`src/rtl/if_id_reg_pkg.sv`:
```
// rtl/if_id_reg_pkg.sv - shared pipeline-register widths, NOP encoding and bubble values
package if_id_reg_pkg;

    localparam int NB_PC          = 32;
    localparam int NB_INSTRUCTION = 32;

    // MIPS sll r0,r0,0: architecturally a no-op, so a bubble can flow through decode safely
    localparam logic [NB_INSTRUCTION-1:0] NOP_INSTR = 32'h0000_0000;

    localparam logic [NB_PC-1:0] PC_BUBBLE    = '0;
    localparam logic             VALID_BUBBLE = 1'b0;

    typedef struct packed {
        logic [NB_PC-1:0]          adder_result;
        logic [NB_INSTRUCTION-1:0] instruction;
        logic                      valid;
    } if_id_slot_t;

    function automatic if_id_slot_t bubble_slot();
        if_id_slot_t s;
        s.adder_result = PC_BUBBLE;
        s.instruction  = NOP_INSTR;
        s.valid        = VALID_BUBBLE;
        return s;
    endfunction

endpackage

```
`src/rtl/if_id_reg_if.sv`:
```
// rtl/if_id_reg_if.sv - IF-to-ID pipeline register bus with master/slave views
interface if_id_reg_if
    import if_id_reg_pkg::*;
#(
    parameter int NB_PC_W          = if_id_reg_pkg::NB_PC,
    parameter int NB_INSTRUCTION_W = if_id_reg_pkg::NB_INSTRUCTION
);

    logic                        i_enable;
    logic                        i_flush;
    logic [NB_PC_W-1:0]          i_IF_adder_result;
    logic [NB_INSTRUCTION_W-1:0] i_IF_instruction;
    logic [NB_PC_W-1:0]          o_ID_adder_result;
    logic [NB_INSTRUCTION_W-1:0] o_ID_instruction;
    logic                        o_ID_valid;

    // master is the IF stage / hazard unit side that drives the register
    modport master (
        output i_enable,
        output i_flush,
        output i_IF_adder_result,
        output i_IF_instruction,
        input  o_ID_adder_result,
        input  o_ID_instruction,
        input  o_ID_valid
    );

    modport slave (
        input  i_enable,
        input  i_flush,
        input  i_IF_adder_result,
        input  i_IF_instruction,
        output o_ID_adder_result,
        output o_ID_instruction,
        output o_ID_valid
    );

endinterface

```
`src/rtl/if_id_reg_pipe_field_reg.sv`:
```
// rtl/if_id_reg_pipe_field_reg.sv - one pipeline field: sync reset, flush value, enable hold
module pipe_field_reg #(
    parameter int           W         = 1,
    parameter logic [W-1:0] RESET_VAL = '0,
    parameter logic [W-1:0] FLUSH_VAL = '0
) (
    input  logic         clock,
    input  logic         reset,
    input  logic         enable,
    input  logic         flush,
    input  logic [W-1:0] d,
    output logic [W-1:0] q
);

    // Flush is checked before enable so a stalled slot that must be squashed never keeps stale data
    always_ff @(posedge clock) begin
        if (reset) begin
            q <= RESET_VAL;
        end else if (flush) begin
            q <= FLUSH_VAL;
        end else if (enable) begin
            q <= d;
        end
    end

endmodule

```
`src/rtl/if_id_reg.sv`:
```
// rtl/if_id_reg.sv - IF/ID pipeline register with stall, flush and valid flag
module if_id_reg
    import if_id_reg_pkg::*;
#(
    parameter int                        NB_PC          = if_id_reg_pkg::NB_PC,
    parameter int                        NB_INSTRUCTION = if_id_reg_pkg::NB_INSTRUCTION,
    parameter logic [NB_INSTRUCTION-1:0] NOP_INSTR      = if_id_reg_pkg::NOP_INSTR
) (
    input logic        i_clock,
    input logic        i_reset,
    if_id_reg_if.slave bus
);

    pipe_field_reg #(
        .W         (NB_PC),
        .RESET_VAL ('0),
        .FLUSH_VAL ('0)
    ) u_adder_result (
        .clock  (i_clock),
        .reset  (i_reset),
        .enable (bus.i_enable),
        .flush  (bus.i_flush),
        .d      (bus.i_IF_adder_result),
        .q      (bus.o_ID_adder_result)
    );

    pipe_field_reg #(
        .W         (NB_INSTRUCTION),
        .RESET_VAL (NOP_INSTR),
        .FLUSH_VAL (NOP_INSTR)
    ) u_instruction (
        .clock  (i_clock),
        .reset  (i_reset),
        .enable (bus.i_enable),
        .flush  (bus.i_flush),
        .d      (bus.i_IF_instruction),
        .q      (bus.o_ID_instruction)
    );

    // Every enabled load is a real fetch, so the valid field just loads a constant one
    pipe_field_reg #(
        .W         (1),
        .RESET_VAL (VALID_BUBBLE),
        .FLUSH_VAL (VALID_BUBBLE)
    ) u_valid (
        .clock  (i_clock),
        .reset  (i_reset),
        .enable (bus.i_enable),
        .flush  (bus.i_flush),
        .d      (1'b1),
        .q      (bus.o_ID_valid)
    );

endmodule

```
`src/flat_wrapper.sv`:
```
// flat-port wrapper written by rule: the top's interface ports become plain ports
module if_id_reg_flat import if_id_reg_pkg::*;
#(
    parameter int                        NB_PC          = if_id_reg_pkg::NB_PC,
    parameter int                        NB_INSTRUCTION = if_id_reg_pkg::NB_INSTRUCTION,
    parameter logic [NB_INSTRUCTION-1:0] NOP_INSTR      = if_id_reg_pkg::NOP_INSTR
)
  (i_clock, i_reset, bus_i_enable, bus_i_flush, bus_i_IF_adder_result, bus_i_IF_instruction, bus_o_ID_adder_result, bus_o_ID_instruction, bus_o_ID_valid);
  if_id_reg_if bus_i ();
  input logic i_clock;
  input logic i_reset;
  input wire logic [$bits(bus_i.i_enable)-1:0] bus_i_enable;
  input wire logic [$bits(bus_i.i_flush)-1:0] bus_i_flush;
  input wire logic [$bits(bus_i.i_IF_adder_result)-1:0] bus_i_IF_adder_result;
  input wire logic [$bits(bus_i.i_IF_instruction)-1:0] bus_i_IF_instruction;
  output wire logic [$bits(bus_i.o_ID_adder_result)-1:0] bus_o_ID_adder_result;
  output wire logic [$bits(bus_i.o_ID_instruction)-1:0] bus_o_ID_instruction;
  output wire logic [$bits(bus_i.o_ID_valid)-1:0] bus_o_ID_valid;
  assign bus_i.i_enable = bus_i_enable;
  assign bus_i.i_flush = bus_i_flush;
  assign bus_i.i_IF_adder_result = bus_i_IF_adder_result;
  assign bus_i.i_IF_instruction = bus_i_IF_instruction;
  assign bus_o_ID_adder_result = bus_i.o_ID_adder_result;
  assign bus_o_ID_instruction = bus_i.o_ID_instruction;
  assign bus_o_ID_valid = bus_i.o_ID_valid;
  if_id_reg #(.NB_PC(NB_PC), .NB_INSTRUCTION(NB_INSTRUCTION), .NOP_INSTR(NOP_INSTR)) u_core (.i_clock(i_clock), .i_reset(i_reset), .bus(bus_i));
endmodule
```
`config.mk`:
```
export PLATFORM = sky130hd
export DESIGN_NAME = if_id_reg_flat
export DESIGN_NICKNAME = d
export VERILOG_FILES = /design/src/rtl/if_id_reg_pkg.sv /design/src/rtl/if_id_reg_if.sv /design/src/rtl/if_id_reg_pipe_field_reg.sv /design/src/rtl/if_id_reg.sv /design/src/flat_wrapper.sv
export SDC_FILE = /design/constraint.sdc
export NUM_CORES = 1
export LEC_CHECK = 0
export BUFFER_PORTS_ARGS = -buffer_cell sky130_fd_sc_hd__buf_2
export CORE_ASPECT_RATIO = 0.75
export CORE_UTILIZATION = 37
export CTS_CLUSTER_SIZE = 28
export DETAILED_ROUTE_END_ITERATION = 8
export PLACE_DENSITY = 0.75
export REMOVE_ABC_BUFFERS = 1
export SETUP_SLACK_MARGIN = 0.2
export SKIP_LAST_GASP = 1
export SLEW_MARGIN = 20
export SYNTH_ARGS = -nofsm -noshare
export SYNTH_HDL_FRONTEND = slang
export SYNTH_SLANG_ARGS = --single-unit
```
`constraint.sdc`:
```
create_clock -name i_clock -period 1.2 [get_ports i_clock]
set_input_delay 0.24 -clock i_clock [delete_from_list [all_inputs] [get_ports i_clock]]
set_output_delay 0.24 -clock i_clock [all_outputs]
set_load 0.05 [all_outputs]
```
Word level (Yosys, flattened, before mapping)
Index checks and enable logic that the tools add are counted.
Word-level totals
  logic and storage cells: 4
  output and inout port bits: 65
  bits in registers: 65
  bits of input ports: 68
Cells by class
  reduce and logical (&&, ||, !) cells: 1
Operators with widths (number)
  2-bit OR reduction: 1

Depth between registers and ports, before layout
Gate-level depths: netlist (run 1).
  word-level depth: 1
  mapped depth: 4
  depth with buffers taken out: 2

By module
A second synthesis (run 1) with hierarchy kept.
Second synthesis, totals
  cells, all modules: 214
  area, all modules: 2356.0 µm²
Modules (own cells, without submodules)
  pipe_field_reg at u_core.u_adder_result ...: area an instance 1156.1 µm², cells an instance 105, instances 2, sequential area each 640.6 µm²
  pipe_field_reg at u_core.u_valid: area an instance 40.0 µm², cells an instance 3, instances 1, sequential area each 20.0 µm²
  if_id_reg: area an instance 3.8 µm², cells an instance 1, instances 1, sequential area each 0.0 µm²

Worst setup path before layout (run 1)
No wires, ideal clock.
  path kind: input port to flip-flop
  start: input port bus_i_enable
  end: register u_core.u_adder_result.q[0]
  path buffers: 2
  data required time: 1.084 ns
  setup time: 0.116 ns
  stages: 4
  slack: 0.276 ns
  arrival time: 0.808 ns
  cells stage by stage: buf_4 -> buf_6 -> mux2i_1 -> nor2_1
RTL lines
  start, declared: RTL line flat_wrapper.sv:12  | input wire logic [$bits(bus_i.i_enable)-1:0] bus_i_enable;
  end signal, assigned: RTL line if_id_reg_pipe_field_reg.sv:18  | q <= RESET_VAL;
  end signal, assigned: RTL line if_id_reg_pipe_field_reg.sv:20  | q <= FLUSH_VAL;
  end signal, assigned: RTL line if_id_reg_pipe_field_reg.sv:22  | q <= d;
  end, declared: RTL line if_id_reg_pipe_field_reg.sv:12  | output logic [W-1:0] q

Worst setup path in the final report (run 1)
  start: register u_core.u_instruction.q[6]
  end: output port bus_o_ID_instruction[6]
RTL lines
  start, declared: RTL line if_id_reg_pipe_field_reg.sv:12
  start signal, assigned: RTL line if_id_reg_pipe_field_reg.sv:18
  start signal, assigned: RTL line if_id_reg_pipe_field_reg.sv:20
  start signal, assigned: RTL line if_id_reg_pipe_field_reg.sv:22
  end, declared: RTL line flat_wrapper.sv:17  | output wire logic [$bits(bus_i.o_ID_instruction)-1:0] bus_o_ID_instruction;
No word-level cell between the ends.

==> results of run 1 <==
## per-layer routing
metal | vias to the layer above | track usage, %
met4 | 0 | 5.13
met5 | - | 0
met3 | 4 | 10.2
li1 | 972 | -
met2 | 92 | 31.0
met1 | 876 | 18.1
## where the power goes
part           switching, uW  internal, uW  total, uW
registers               62.5          2240       2310
clock network            808          1130       1930
logic                    458           388        846
## area by class of cell
class / instances / area share [%]
well taps: 78 / 2.46
multi-input cells: 131 / 22.5
clock inverters: 4 / 1.26
flip-flops and latches: 65 / 34.8
clock buffers: 12 / 4.16
repair buffers: 142 / 34.7
## through the flow
step | total power, uW | std cells | hold WS (ps)
2_1_floorplan | 2730 | 196 | 361
5_1_grt | 5320 | 432 | 122
6_report | 5090 | 432 | 134
3_5_place_dp | 3010 | 409 | 452
4_1_cts | 5100 | 427 | 110
3_3_place_gp | 3000 | 409 | 441
## state kept, by name (all words and copies together) (netlist names)
name / cells
u_core.u_adder_result.q: 32
u_core.u_valid.q: 1
u_core.u_instruction.q: 32
## repair_timing
| action | in CTS | in global routing |
|---|---|---|
| setup endpoints to repair | 65 | 65 |
| setup buffers | 2 | 5 |
| resized for setup | 216 | 31 |
## worst paths after layout
check	start	end	slack, ps
hold / removal	bus_i_IF_instruction[29]	u_core.u_instruction.q[29]$_SDFFE_PP0P_	130
hold reg to reg	u_core.u_valid.q$_SDFFE_PP0P_	u_core.u_valid.q$_SDFFE_PP0P_	480
setup / recovery	u_core.u_instruction.q[6]$_SDFFE_PP0P_	bus_o_ID_instruction[6]	120
setup reg to reg	u_core.u_instruction.q[12]$_SDFFE_PP0P_	u_core.u_instruction.q[12]$_SDFFE_PP0P_	340
## cells in the final DEF, fill, tap and decap left out, types with 2 or more instances in the layout
| cell | count |
|---|---|
| sky130_fd_sc_hd__buf_12 | 3 |
| sky130_fd_sc_hd__buf_2 | 66 |
| sky130_fd_sc_hd__buf_4 | 8 |
| sky130_fd_sc_hd__buf_6 | 13 |
| sky130_fd_sc_hd__buf_8 | 52 |
| sky130_fd_sc_hd__clkbuf_8 | 12 |
| sky130_fd_sc_hd__clkinvlp_4 | 2 |
| sky130_fd_sc_hd__dfxtp_2 | 65 |
| sky130_fd_sc_hd__mux2i_1 | 64 |
| sky130_fd_sc_hd__nor2_1 | 66 |
## cell families (layout without fill, tap and decap cells)
group / count (synthesis) / count (layout) / share of synthesized area [%]
buffers and inverters: 14 / 158 / 5.85
flip-flops: 65 / 65 / 55.8
multiplexers: 64 / 64 / 27.5
AND/OR/NAND/NOR: 67 / 67 / 10.9
==> impl_summary.md, run 1 <==
Layout
The post-route core utilization is 66.7%. The post-synthesis to final-layout area growth is 70.1%. After filler insertion, the fill cell instance count of the layout stands at 443. In the final design database the tool counted 417 nets. The number of antenna cells inserted is 0. The sequential cell area in the final layout is 0.00138 sq mm. The final non-filler cell area is 0.00397 sq mm. The proportion of layout cells with a drive suffix above 1 is 63.3%. The multi-input combinational cells in the finished layout cover a total of 895 sq um.

Critical path
The start-to-end type of the worst setup path is register to primary output. For the worst setup path, the data arrival time is 840 ps. The category of cells accounting for the largest share of critical-path delay is flip-flops. The path depth of the worst reg2reg path is 4. On the critical path, the stage with the largest delay is an instance of sky130_fd_sc_hd__dfxtp_2.

In this run the worst path has a maximum fanout of 2. STA classifies the critical path startpoint as a register. Counting both buffers and inverters, the worst setup path holds a total of 1.

The cell count along the critical path is 1. The worst setup path is captured at a primary output. The signal on the critical path passes through buf_8.

For the worst setup path, the data required time is 960 ps. The worst stage delay on the critical path is 360 ps.

Clock network
At the later pin of the worst-skew pair, clock insertion delay measures 340 ps. The H-tree was split into 3 levels. No sink is reached through more buffers than the 2 on the longest clock path. The number of buffers added to fix hold violations after cts is 0. The tree is rooted in a sky130_fd_sc_hd__clkbuf_8. The clock slew at the register clock pins of the worst setup and hold paths is 70 ps.

TritonCTS built the clock tree. Counting the buffers created by CTS gives 9. The number of clock sinks is 65.

Route
The pre-antenna-repair detailed-routing pass consisted of 4 iterations. Summed over all nets, wire length on met3 after detailed routing comes to 578 microns. The detailed router finished its first iteration with 46 violations.

After detailed routing, the number of vias per cell comes to 4.50. After detailed routing, the met2 layer carries 2960 microns of wire. In this run the top signal layer used is met4. The average wire length per cell after detail routing is 13.5 microns. For this block, wires on met1 add up to 2250 microns. For this block, the routed nets add up to 5820 microns of wire. Across all layers, the routed design uses 1944 vias.

The post-detailed-route DRC marker count is 0. The number of nets with antenna violations after routing is 0.

Timing
The final hold violation count came to 0. After layout, the worst path uses 90.1% of the clock period. The worst path needs 1080 ps of the cycle, external delays included. The number of pins with negative max-slew slack in the final report came to 0. For the final routed database, the setup TNS stands at 0 ps. The final setup violation count is 0. The fmax is 925 MHz. The worst-case headroom to the max-slew limit is 81.7%.

Clock skew on the completed layout was measured at 0 ps. Setup repair after global routing could not meet its margin everywhere. For the pin with the worst max-slew slack, the measured transition is 274 ps.

Once routing completed, OpenROAD measured the worst setup slack at 118 ps.

Synthesis
Counting instances in the post-synthesis netlist gives the leading cell types as 66 x sky130_fd_sc_hd__nor2_1, 65 x sky130_fd_sc_hd__dfxtp_1, 64 x sky130_fd_sc_hd__mux2i_1. The fraction of synthesis flops using an asynchronous set or reset pin is 0%. The most common flop cell mapped by yosys is sky130_fd_sc_hd__dfxtp_1.

The count of flip-flops with a built-in enable after synthesis is 0. Synthesis instantiated 8 different standard cells from the library. Among all cell types in the netlist, the one instantiated most often is sky130_fd_sc_hd__nor2_1.

The mean instance size in the synthesized netlist is 11.1 sq um. The number of synthesized register bits is 65. The synthesized netlist occupies a cell area of 0.00233 sq mm. Of the post-synthesis cell area, the dominant cell type holds 55.8%.

The largest area contributor in the netlist is sky130_fd_sc_hd__dfxtp_1. Yosys printed 0 warnings. Ranked by total cell area, the synthesized netlist is headed by sky130_fd_sc_hd__dfxtp_1 56%, sky130_fd_sc_hd__mux2i_1 27%, sky130_fd_sc_hd__nor2_1 11%, sky130_fd_sc_hd__buf_6 4.8%, sky130_fd_sc_hd__buf_4 0.64%. In the synthesized netlist, the number of instances is 210. The sequential element share of the synthesized area is 55.8%.

Power
Summed over all cells, the static leakage comes to 0.00191 uW. Across the VDD grid, the largest voltage drop is 0.000741 V. The total power divided by cell area is 1280 mW/mm^2.

Global route
The remaining global-route overflow is 0. Entering global routing, the biggest net connects 66 pins. The first global-routing pass estimated 8830 microns of wire. The number of antenna violations at the first check in global routing is 0. The total global-route track usage is 17.7%.

The number of global-route vias before repair came to 1964.

Die
The starting density of the core is 39.2%. In this run the core area contains 24 standard-cell rows. The vertical die dimension is 70.8 microns. The count of boundary I/O pins is 133. The total core area is 0.00595 sq mm. Measured along the x axis, the die boundary spans 93.7 microns. The die area is 0.00663 sq mm.

Placed design
The placed instance area is 0.00302 sq mm. Detailed placement finished with a half-perimeter wire length of 3450 microns. In this run the tool buffered the top-level ports with 132 buffer cells. At the end of routability-driven placement, the weighted congestion stood at 0.676.

Timing analysis after detailed placement gives a worst setup slack of 114 ps.

Min path
Counting instances, the worst hold path has a depth of 3. The type of the tightest min-delay check is input port to register.

Run status
The run finished with clean final reports.

Flow run
The count of maximum capacitance violations is 0.
Power figures use the tool's default switching activity.
==> inputs of run 2 (changes only) <==
--- a/config.mk
+++ b/config.mk
@@ -17,4 +17,5 @@
 export SLEW_MARGIN = 20
 export SYNTH_ARGS = -nofsm -noshare
 export SYNTH_HDL_FRONTEND = slang
+export SYNTH_HIERARCHICAL = 1
 export SYNTH_SLANG_ARGS = --single-unit
==> impl_summary.md, run 2 <==
Clock network
The number of buffers created by CTS was 9 (unchanged). The number of clock sinks is 65 (unchanged). The clock slew at the register clock pins of the worst setup and hold paths is 70 ps (about the same).

The clock latency on the worst-skew pair is 320 ps (-20 ps). TritonCTS built the clock tree. The cell at the root of the clock tree is sky130_fd_sc_hd__clkbuf_8.

The maximum clock insertion buffer count is 2 (unchanged). The count of H-tree levels built during CTS is 3 (unchanged).

Global route
The remaining global-route overflow was 0 (unchanged). The number of antenna violations at the first check in global routing was 0 (unchanged). The total global-route track usage is 17.6% (-0.15 points). The largest net degree at the start of global routing is 36 (-45%). The number of global-route vias before repair came to 1953 (-0.56%). The first-pass GRT wire length was 8910 microns (+1.0%).

Die
The die area is 0.00669 sq mm (+0.99%). The starting density of the core is 39.4% (+0.20 points). The horizontal extent of the die is 94.1 microns (+0.50%).

The vertical die dimension is 71.1 microns (+0.49%). The total core area is 0.00598 sq mm (+0.51%). The site row count was 24 (unchanged). The count of boundary I/O pins is 133 (unchanged).

Route
The iteration-0 DRC count of the detailed router is 48 (+4.3%). The number of vias after detailed routing is 1953 (+0.46%). The number of nets with antenna violations after routing is 0 (unchanged).

The final wirelength is 5930 microns (+1.7%). The routed length on met3 is 445 microns (-23%). The met1 routed wirelength after detailed routing is 2250 microns (about the same). The top routing layer in use is met4. The via density per instance is 4.51 (+0.23%).

The met2 wirelength from detailed routing is 3130 microns (+5.7%). The average wire length per cell after detail routing is 13.7 microns (+1.5%). The post-detailed-route DRC marker count is 0 (unchanged).

The first-pass detailed-route iteration total is 4 (unchanged).

Synthesis
The summed instance area of the synthesized netlist is 0.00236 sq mm (+1.0%). The mean instance size in the synthesized netlist is 11.0 sq um (-0.87%). The number of synthesized register bits is 65 (unchanged). The sequential element share of the synthesized area is 55.2% (-0.56 points).

The top-area cell type share of the netlist area was 55.2% (-0.56 points). The total of warnings raised by yosys is 6 (+6). The most common flop cell mapped by yosys is sky130_fd_sc_hd__dfxtp_1.

In the synthesized netlist, the cells that appear most often are 65 x sky130_fd_sc_hd__dfxtp_1, 65 x sky130_fd_sc_hd__mux2i_1, 64 x sky130_fd_sc_hd__nor2_1. Yosys attributes the largest share of cell area to sky130_fd_sc_hd__dfxtp_1 55%, sky130_fd_sc_hd__mux2i_1 28%, sky130_fd_sc_hd__nor2_1 10%, sky130_fd_sc_hd__buf_6 2.9%, sky130_fd_sc_hd__buf_4 2.5%. The fraction of synthesis flops using an asynchronous set or reset pin came to 0% (unchanged). The number of instances in the synthesized netlist is 214 (+1.9%). The post-synthesis cell type count is 9 (+1). The count of flip-flops with a built-in enable after synthesis came to 0 (unchanged).

The synthesized design spends more area on one cell type than any other, namely sky130_fd_sc_hd__dfxtp_1.

Critical path
The cell with the largest stage delay on the worst path is sky130_fd_sc_hd__dfxtp_2. The data required time of the critical path is 960 ps (about the same). The peak fanout along the critical path is 2 (unchanged). The worst path buffer plus inverter count is 1 (unchanged). The category of cells accounting for the largest share of critical-path delay is flip-flops. The worst setup slack for register-to-register paths came to 320 ps (-20 ps). STA classifies the critical path endpoint as a primary output.

The start-to-end type of the worst setup path is register to primary output. The arrival time of the worst setup path is 840 ps (about the same). The signal on the critical path passes through buf_6. The worst stage delay on the critical path is 350 ps (about the same). The startpoint class of the critical path is a register.

Layout
The filler cell count is 450 (+1.6%). The largest registers in the layout are u_core/u_adder_result/q (32), u_core/u_instruction/q (32), u_core/u_valid/q (1). The non-filler instance count after layout is 433 (+0.23%). The proportion of layout cells with a drive suffix above 1 is 62.3% (-1.0 points). The number of antenna cells inserted was 0 (unchanged). Leaving out fill and tap cells, the most frequent cells in the layout are 66 x sky130_fd_sc_hd__buf_2, 65 x sky130_fd_sc_hd__mux2i_1, 65 x sky130_fd_sc_hd__dfxtp_2. The post-synthesis to final-layout area growth is 68.3%.

The most common cell after layout, fill and taps aside is sky130_fd_sc_hd__buf_2. The post-route core utilization is 66.4% (-0.38 points). The number of nets in the final layout was 418 (+0.24%).

Timing
The sum of negative setup slack is 0 ps (unchanged). Setup repair after global routing could not meet its margin everywhere. The final period demand of the worst path came to 1080 ps (+2.67 ps). The final setup violation count is 0 (unchanged). The number of pins with negative max-slew slack in the final report is 0 (unchanged). The post-route fraction of the period consumed by the critical path is 90.4% (+0.22 points). The fmax is 922 MHz (-0.25%). The final hold violation count is 0 (unchanged).

The setup clock skew after layout came to 0 ps (unchanged).

Run status
The run finished with clean final reports.

Power
The largest vdd supply drop is 0.000576 V (-22%). The total power divided by cell area is 1210 mW/mm^2 (-5.6%). The sum of internal, switching and leakage power is 4800 uW (-5.7%). The reported leakage power was 0.00191 uW (about the same).

Flow run
The count of maximum capacitance violations is 0 (unchanged).

Placed design
The post-DP HPWL came to 3560 microns (+3.0%). The number of input and output port buffers inserted is 132 (unchanged). The number of cells after detailed placement is 412 (+0.73%). The final weighted congestion of routability-driven global placement is 0.713 (+5.5%).

Min path
In this run the worst hold path is classified as input port to register.
run 2: cell families after synthesis:
logic type / after synthesis / synth area share (%)
simple gates: 67 / 11.2
buf+inv: 16 / 5.84
mux: 65 / 27.6
flops: 65 / 55.2
other cells: 1 / 0.159
run 2: through the flow:
step	hold slack (ps)	instance area [sq um]	worst slack (ps)
finish	85.5	3970	116
global route	80.8	3970	85.7
CTS	68.4	3850	112
detailed placement	432	3060	170
global placement	428	3060	200
floorplan	309	2220	166
run 2: final timing paths:
kind	start	end	cells after the start
worst max register to register	u_core/u_instruction/q[31]$_SDFFE_PP0P_	u_core/u_instruction/q[31]$_SDFFE_PP0P_	4
worst min register to register	u_core/u_adder_result/q[15]$_SDFFE_PP0P_	u_core/u_adder_result/q[15]$_SDFFE_PP0P_	2
worst max-delay path	u_core/u_instruction/q[13]$_SDFFE_PP0P_	bus_o_ID_instruction[13]	1
worst min-delay path	bus_i_flush	u_core/u_valid/q$_SDFFE_PP0P_	2
run 2: repair_timing:
action / CTS / global route
hold buffers: 0 / 0
pin swaps: 0 / 0
setup endpoints to repair: 65 / 65
setup buffers: 2 / 3
gates resized for setup: 226 / 24
run 2: layout make-up:
type | count | area [sq um] | share of cell area (%)
timing repair buffer | 141 | 1390 | 35.2
clock buffer | 13 | 159 | 4.01
tap | 78 | 97.6 | 2.46
multi-input combinational | 133 | 917 | 23.1
sequential | 65 | 1380 | 34.9
clock inverter | 3 | 15.0 | 0.379
run 2: layer usage:
| metal | track usage, % | vias to the layer above |
|---|---|---|
| li1 | - | 970 |
| met1 | 18.1 | 892 |
| met2 | 31.4 | 81 |
| met3 | 6.99 | 10 |
| met4 | 7.69 | 0 |
| met5 | 0 | - |
run 2: where the power goes:
group	total (uW)	internal [uW]	switching, uW
clock	1630	854	780
combinational	856	395	460
sequential	2310	2240	62.6
